[src/rtl/data_mem_arbiter.sv]
`timescale 1ns/1ps
// Two-port (CPU data / loader-debug) arbiter in front of a single-ported data memory.
// Optional port-1 starvation guard is compiled in with ARB_STARVE_GUARD_EN.
module data_mem_arbiter #(
  parameter int unsigned STARVE_MAX = 4
) (
  input  logic        clk,
  input  logic        rst,
  input  logic        req0,
  input  logic        req1,
  input  logic        we0,
  input  logic        we1,
  input  logic [15:0] addr0,
  input  logic [15:0] addr1,
  input  logic [15:0] wdata0,
  input  logic [15:0] wdata1,
  output logic        gnt0,
  output logic        gnt1,
  output logic        rvalid0,
  output logic        rvalid1,
  output logic [15:0] rdata0,
  output logic [15:0] rdata1,
  output logic        mem_wr_en,
  output logic        mem_rd_en,
  output logic [15:0] mem_addr,
  output logic [15:0] mem_wdata,
  input  logic [15:0] mem_rdata,
  output logic        busy,
  output logic [1:0]  state_dbg
);

  // Handshake: reqN acts as valid and must hold with its command until gntN;
  // gntN is the one-cycle accept pulse, after which the requester drops reqN.
  typedef enum logic [1:0] {
    S_IDLE  = 2'd0,
    S_CMD   = 2'd1,
    S_RDATA = 2'd2
  } state_t;

  if (STARVE_MAX < 1 || STARVE_MAX > 15) begin : g_bad_starve_max
    $error("STARVE_MAX must be in 1..15");
  end

  state_t      state_q, state_d;
  logic        win1_q, win1_d;
  logic        we_q, we_d;
  logic [15:0] addr_q, addr_d;
  logic [15:0] wdata_q, wdata_d;
  logic        pick1;

`ifdef ARB_STARVE_GUARD_EN
  logic [3:0]  starve_q, starve_d;

  always_comb begin
    pick1 = req1 & (~req0 | (starve_q == 4'(STARVE_MAX)));
  end
`else
  always_comb begin
    pick1 = req1 & ~req0;
  end
`endif

  always_ff @(posedge clk or negedge rst) begin
    if (!rst) begin
      state_q  <= S_IDLE;
      win1_q   <= 1'b0;
      we_q     <= 1'b0;
      addr_q   <= 16'h0000;
      wdata_q  <= 16'h0000;
`ifdef ARB_STARVE_GUARD_EN
      starve_q <= 4'd0;
`endif
    end else begin
      state_q  <= state_d;
      win1_q   <= win1_d;
      we_q     <= we_d;
      addr_q   <= addr_d;
      wdata_q  <= wdata_d;
`ifdef ARB_STARVE_GUARD_EN
      starve_q <= starve_d;
`endif
    end
  end

  always_comb begin
    state_d   = state_q;
    win1_d    = win1_q;
    we_d      = we_q;
    addr_d    = addr_q;
    wdata_d   = wdata_q;
`ifdef ARB_STARVE_GUARD_EN
    starve_d  = starve_q;
`endif
    gnt0      = 1'b0;
    gnt1      = 1'b0;
    rvalid0   = 1'b0;
    rvalid1   = 1'b0;
    rdata0    = 16'h0000;
    rdata1    = 16'h0000;
    mem_wr_en = 1'b0;
    mem_rd_en = 1'b0;
    mem_addr  = 16'h0000;
    mem_wdata = 16'h0000;
    busy      = (state_q != S_IDLE);

    case (state_q)
      S_IDLE: begin
        if (req0 | req1) begin
          win1_d  = pick1;
          we_d    = pick1 ? we1 : we0;
          addr_d  = pick1 ? addr1 : addr0;
          wdata_d = pick1 ? wdata1 : wdata0;
          state_d = S_CMD;
`ifdef ARB_STARVE_GUARD_EN
          // Losses only count while port 1 is actually waiting.
          if (pick1) begin
            starve_d = 4'd0;
          end else if (req1) begin
            starve_d = starve_q + 4'd1;
          end
`endif
        end
      end
      S_CMD: begin
        mem_wr_en = we_q;
        mem_rd_en = ~we_q;
        mem_addr  = addr_q;
        mem_wdata = wdata_q;
        gnt0      = ~win1_q;
        gnt1      = win1_q;
        state_d   = we_q ? S_IDLE : S_RDATA;
      end
      S_RDATA: begin
        rvalid0 = ~win1_q;
        rvalid1 = win1_q;
        rdata0  = win1_q ? 16'h0000 : mem_rdata;
        rdata1  = win1_q ? mem_rdata : 16'h0000;
        state_d = S_IDLE;
      end
      default: state_d = S_IDLE;
    endcase
  end

  assign state_dbg = state_q;

endmodule

[config.mk]
export PLATFORM = sky130hd
export DESIGN_NAME = data_mem_arbiter
export DESIGN_NICKNAME = d
export VERILOG_FILES = /design/src/rtl/data_mem_arbiter.sv
export SDC_FILE = /design/constraint.sdc
export NUM_CORES = 1
export LEC_CHECK = 0
export ABC_AREA = 1
export CORE_UTILIZATION = 33
export DETAILED_ROUTE_END_ITERATION = 16
export PLACE_DENSITY = 0.79
export SLEW_MARGIN = 20
export SYNTH_ARGS = -nofsm -noshare
export SYNTH_HDL_FRONTEND = slang
export SYNTH_SLANG_ARGS = --single-unit
[constraint.sdc]
create_clock -name clk -period 1 [get_ports clk]
set_input_delay 0.1 -clock clk [delete_from_list [all_inputs] [get_ports clk]]
set_output_delay 0.1 -clock clk [all_outputs]
set_load 0.02 [all_outputs]
# --- Word-level counts from Yosys, hierarchy flattened ---
# Cells that the tools add are included.
totals:
  out_inout_bits: 73
  reg_bits: 36
classes:
  muxes: 18
  bitwise_logic: 5
  reduce_logical: 3
  eq_ne: 3
ops:
  columns: ["op", "n"]
  rows:
  - ["16-bit 2-to-1 mux", 8]
  - ["1-bit 2-to-1 mux", 7]
  - ["2-bit 2-to-1 mux", 2]
  - ["2-bit one-hot mux with 2 select lines", 1]
  - ["1-bit inverter", 3]
  - ["2-bit by 1-bit equality test with 1-bit output (second input constant)", 1]
  - ["2-bit equality test (second input constant)", 1]
  - ["2-bit zero test", 1]
  - ["2-bit inequality test (second input constant)", 1]
  - ["2-bit AND reduction", 1]
  - ["2-bit nonzero test", 1]
  - ["1-bit bitwise AND", 1]
  - ["1-bit OR", 1]

# --- Depth between registers and ports, before layout ---
# Gate-level depths: netlist of the first run.
logic_depth:
  word_depth: 3
  depth_mapped: 7
  depth_no_buf: 6

# --- Worst setup path after synthesis of the first run ---
# OpenSTA, ideal clock, no wires.
synth_path:
  kind: "reg2out"
  startpoint: "reg state_q[1], in the netlist state_dbg[1]"
  endpoint: "out rdata0[10]"
  path_stages_with_launch: 6
  n_path_buf: 1
  t_arrival_ns: 1.266
  slack_ns: -0.366
  t_required_ns: 0.900
  cell_sequence: "dfrtp_1 -> inv_2 -> nor2_1 -> nand2_1 -> buf_2 -> nor2_1"
synth_via:
  elab_chain_len: 2
synth_lines:
  columns: ["item", "line", "source"]
  rows:
  - ["start: declaration", "44", "state_t state_q, state_d;"]
  - ["start signal: assignment", "74", "state_q <= state_d;"]
  - ["2-bit equality test", "106", "case (state_q)"]
  - ["16-bit 2-to-1 mux", "106", null]
  - ["end: declaration", "21", "output logic [15:0] rdata0,"]
# Every way passes these cells.

# --- Worst setup path after layout of the first run ---
layout_path:
  startpoint: "reg state_q[1], in the netlist state_dbg[1]"
  endpoint: "reg wdata_q[2]"
layout_via:
  elab_chain_len: 2
layout_lines:
  columns: ["item", "line", "source"]
  rows:
  - ["2-bit zero test", "106", null]
  - ["2-bit AND reduction (no line)", null, null]
  - ["end signal: assignment", "78", "wdata_q <= wdata_d;"]
  - ["end: declaration", "48", "logic [15:0] wdata_q, wdata_d;"]
# Every way passes these cells.
# A chain may end at the register's enable or synchronous reset.

==> results of run 1 <==
[layout by cell type (no fill, tap or decap), drive strengths merged, types with 2 or more instances in the layout]
master,synthesis,layout
clkdlybuf4s50,0,84
nor2,73,73
nand2,170,170
buf,21,137
nand3,34,34
dfrtp,36,36
clkbuf,0,8
clkinv,0,2
o21ai,2,2
bufbuf,0,2
inv,55,53
[metrics by stage]
step                hold WS (ps)  worst slack (ps)  total power (uW)
CTS                        295.3            -564.9             13690
finish                     285.8            -616.1             14400
global placement           77.95            -599.2              9598
detailed placement         77.52            -618.8              9748
floorplan                 -195.6            -142.5              6808
global route               320.9            -648.6             15150
[routing by layer]
layer  track usage, %  vias to the layer above  wire length [um]
li1                 -                     1562                 -
met3            5.905                       32               776
met2            51.66                      152              5545
met4            10.76                        0               402
met1            26.27                     1494              3568
met5                0                        -                 0
[how the worst max path moves through the flow]
stage	start	end	slack, ps	depth (start not counted)
2_1_floorplan	state_dbg[0]$_DFFE_PN0P_	rdata0[10]	-140	4
3_3_place_gp	state_dbg[0]$_DFFE_PN0P_	rdata0[11]	-600	5
3_5_place_dp	state_dbg[0]$_DFFE_PN0P_	rdata0[13]	-620	5
4_1_cts	state_dbg[0]$_DFFE_PN0P_	mem_rd_en	-560	5
5_1_grt	state_dbg[0]$_DFFE_PN0P_	mem_wdata[4]	-650	6
6_report	state_dbg[1]$_DFFE_PN0P_	wdata_q[2]$_DFFE_PN0P_	-620	11
[worst max-delay path: stages (launching register included)]
cell      delay [ps]
dfrtp_2          420
clkinv_4         100
buf_4            150
buf_6            100
buf_6            110
nand2_4           60
nor2_4            50
buf_6            120
buf_12           110
buf_12           130
nand2_2           70
nand2_1           80
[flip-flops by register name, indices dropped and copies added (netlist names)]
signal / count
we_q: 1
wdata_q: 16
state_dbg: 2
win1_q: 1
addr_q: 16
[cell families (layout without fill, tap and decap cells)]
| kind of cell | after synthesis | count (layout) | share of synthesized area [%] |
|---|---|---|---|
| AOI/OAI and AO/OA | 2 | 2 | 0.5828 |
| DFF | 36 | 36 | 38.16 |
| and+or+nand+nor | 277 | 277 | 46.37 |
| buffers and inverters | 76 | 288 | 14.89 |
[report_power, final]
group	switching, uW	internal (uW)
logic	5020	5350
registers	455	2150
clock network	537	880
total	6010	8390
[synthesized netlist by cell type, drive strengths merged]
| library cell | n |
|---|---|
| dfrtp | 36 |
| nor2 | 73 |
| inv | 55 |
| nand2 | 170 |
| buf | 21 |
| nand3 | 34 |
| o21ai | 2 |
[cell type report]
type	count	share of cell area, %
clock inverters	1	0.5312
inverters	55	3.829
clock buffers	7	1.704
well taps	96	2.125
flip-flops and latches	36	15.98
multi-input cells	279	29.39
repair buffers	225	46.44
[timing repair]
action / 4_1_cts / 5_1_grt
hold buffers: 1 / 0
gates resized for setup: 463 / 43
endpoints found under the hold margin: 36 / 0
endpoints found under the setup margin: 109 / 109
cloned: 9 / 1
setup buffers: 17 / 8
pin swaps: 5 / 8
==> reports/metrics.cfg, run 1 <==
[drt]
wl_per_cell_um=14.73
wirelength_mm=10.29
dr.pass1.iters=5
vias_per_cell=4.635
final_antenna_net_count=0
initialDrtViolationCount=87
drt_drc_violations_left=0
vias=3240

[run]
drv_cap=0

[critical_path]
crit_arrival_ps=1790
r2r_cells=11
cp_max_fo=5
r2r-start=state_dbg[1]$_DFFE_PN0P_
crit_path_end_kind=flip-flop
start_kind=flip-flop
worst-r2r-setup-slack_ps=-620
crit_required_ps=1180
r2r-end=wdata_q[2]$_DFFE_PN0P_
worstSetupPathType=flip-flop to flip-flop

[placed_design]
dp_hpwl_mm=6.132
finalWeightedCongestion=0.7862
place_area_um2=4688
portBuffers=158
dpl.cell_count=657

[cts]
clk_pin_slew_ps=80
numCtsBuffers=5
clkLatencyLatePin_ps=300
clock-root-buffer=clkbuf_8
cts_buffer_depth=2
htreeDepth=2
cts_tree=built
clkSinkCount=36

[die]
fp.dieW_um=86.59
die_area_um2=7497
rows=30
io_pins=159
initial_core_util_pct=34.37
die_h_um=86.59
fp.coreArea_um2=6869

[layout]
stdcell_area_um2=5653
fillers=401
finalNonFillerCells=699
area_growth_pct=139.4
drive_above_1_share_pct=39.80
multi_input_area_um2=1662
layout.nets=688
diodes=0
postLayoutCoreUtil_pct=82.30
layout.area.seq_um2=903.4

[power]
power_density_nw_per_um2=2547
p_leak_uw=0.002805
ir_drop_uv=1476

[logic_synthesis]
yosysTopAreaCell=dfrtp_1
synth_area_um2=2361
yosysSeqAreaShare_pct=38.16
ys_types=14
ys_warn_count=0
syn-num-nets=477
synth.avg_cell_area_um2=6.038
synthTopCellsByArea=dfrtp_1 38%, nand2_1 27%, nor2_1 11%
ys_seq_elements=36
synth_cells=391
yosys.area.top_type_share_pct=38.16

[global_route]
grt_max_degree=37
grt_usage_pct=26.23
gr-total-overflow=0
antenna_found_initial=0
grt_pass1_wl_mm=14.97
grt_pass1_vias=3202

[sta]
hold_viol_final=0
final_max_slew_viol_count=0
tns_ps=-55600
period_needed_ps=1616
clock-skew-final_ps=9.122
slew_headroom_pct=82.94
setup_ws_ps=-616.1
max_freq_ghz=0.6188
rsz0062_at_grt=yes
finalCritPeriodShare_pct=161.6
setup_viol_count_final=109
worst_pin_slew_ps=255.9

[outcome]
status=complete, but fails checks
violations=setup timing

[min_path]
hold_path_class=input port to asynchronous set/reset pin

Power figures use the tool's default switching activity.
==> run 2, diff against run 1 <==
Settings changed: CORE_ASPECT_RATIO from default to 1.75, SKIP_CTS_REPAIR_TIMING from default to 1.
==> reports/metrics.cfg, run 2 (same netlist as run 1, synthesis figures left out) <==
[sta]
max_freq_ghz=0.6706
setup_ws_ps=-491.2
rsz0062_at_grt=yes
slew_headroom_pct=77.83
final_max_slew_viol_count=0
clock-skew-final_ps=5.232
hold_viol_final=0
setup_viol_count_final=108
whs_ps=351.7
finalCritPeriodShare_pct=149.1
period_needed_ps=1491
worst_pin_slew_ps=332.5

[drt]
vias=3060
vias_per_cell=4.622
initialDrtViolationCount=74
dr.pass1.iters=4
wl_per_cell_um=13.48
drt_drc_violations_left=0
wirelength_mm=8.921
final_antenna_net_count=0

[placed_design]
place_ws_ps=-631.5
place_area_um2=4648
dpl.cell_count=643
portBuffers=158
finalWeightedCongestion=0.8552
dp_hpwl_mm=6.570

[layout]
layout.nets=663
drive_above_1_share_pct=34.26
finalNonFillerCells=662
fillers=541
stdcell_area_um2=4985
final_cell_mix=165 x nand2_1, 84 x clkdlybuf4s50_1, 53 x nor2_4
diodes=0
area_growth_pct=111.1
layout_commonest_cell=nand2_1

[critical_path]
start_kind=flip-flop
cp_max_fo=7
crit_arrival_ps=1390
crit_required_ps=900
crit_path_end_kind=primary output
worstSetupPathType=flip-flop to primary output

[die]
io_pins=159
die_area_um2=7510
initial_core_util_pct=34.18
rows=40
fp.coreArea_um2=6907
die_h_um=113.9
fp.dieW_um=65.94

[cts]
clk_pin_slew_ps=60
clkSinkCount=36
cts_tree=built
clkLatencyLatePin_ps=280
htreeDepth=2
numCtsBuffers=5
clock-root-buffer=clkbuf_16
cts_buffer_depth=2

[global_route]
grt_max_degree=31
grt_usage_pct=23.22
antenna_found_initial=0
gr-total-overflow=0
grt_pass1_wl_mm=13.39
grt_pass1_vias=3057

[power]
power_density_nw_per_um2=2459
p_leak_uw=0.002541
ir_drop_uv=1414
power_uw=12260

[outcome]
status=complete, but fails checks
violations=setup timing

[run]
drv_cap=0

[min_path]
hold_path_class=input port to asynchronous set/reset pin

[run 2: where the power goes]
group | switching [uW] | internal (uW) | total, uW
Combinational | 4260 | 3630 | 7890
Clock | 616 | 1170 | 1790
Sequential | 431 | 2160 | 2590
[run 2: critical path: stages, from the launching register on]
cell       delay (ps)
dfrtp_2           420
inv_4             100
nand2_8            90
clkbuf_16         180
buf_6             120
nor2_4             70
buf_6             120
[run 2: layout make-up]
cell class	count	area (um^2)	share of cell area, %
multi-input combinational	279	1548	31.05
clock buffer	5	125.1	2.510
inverter	55	209.0	4.192
sequential	36	903.4	18.12
timing repair buffer	200	2052	41.16
tap	84	105.1	2.108
clock inverter	3	42.54	0.8534
[run 2: layer usage]
layer / wire length, um / vias up / GRT usage (%) / share of wire (%)
met3: 559 / 17 / 3.500 / 6.3
li1: - / 1507 / - / -
met1: 2928 / 1405 / 21.12 / 33
met2: 5231 / 131 / 48.03 / 59
met5: 0 / - / 0 / 0
met4: 201 / 0 / 8.652 / 2.3
[run 2: worst paths after layout]
path | startpoint | to | cells after the start | slack (ps)
worst max-delay path | state_dbg[1]$_DFFE_PN0P_ | mem_wdata[11] | 6 | -490
worst min-delay path | rst | wdata_q[13]$_DFFE_PN0P_ | 3 | 350
worst max register to register | state_dbg[1]$_DFFE_PN0P_ | wdata_q[3]$_DFFE_PN0P_ | 8 | -370
worst min register to register | addr_q[3]$_DFFE_PN0P_ | addr_q[3]$_DFFE_PN0P_ | 2 | 480
max in group asynchronous | rst | state_dbg[0]$_DFFE_PN0P_ | 3 | 430
min in group clk | addr0[6] | addr_q[6]$_DFFE_PN0P_ | 5 | 450
[run 2: through the flow]
| stage | TNS, ps | utilization, % |
|---|---|---|
| 2_1_floorplan | -13630 | - |
| 3_3_place_gp | -50960 | 67.30 |
| 3_5_place_dp | -53360 | 67.30 |
| 4_1_cts | -74180 | 69.73 |
| 5_1_grt | -46420 | 72.17 |
| 6_report | -41600 | 72.17 |
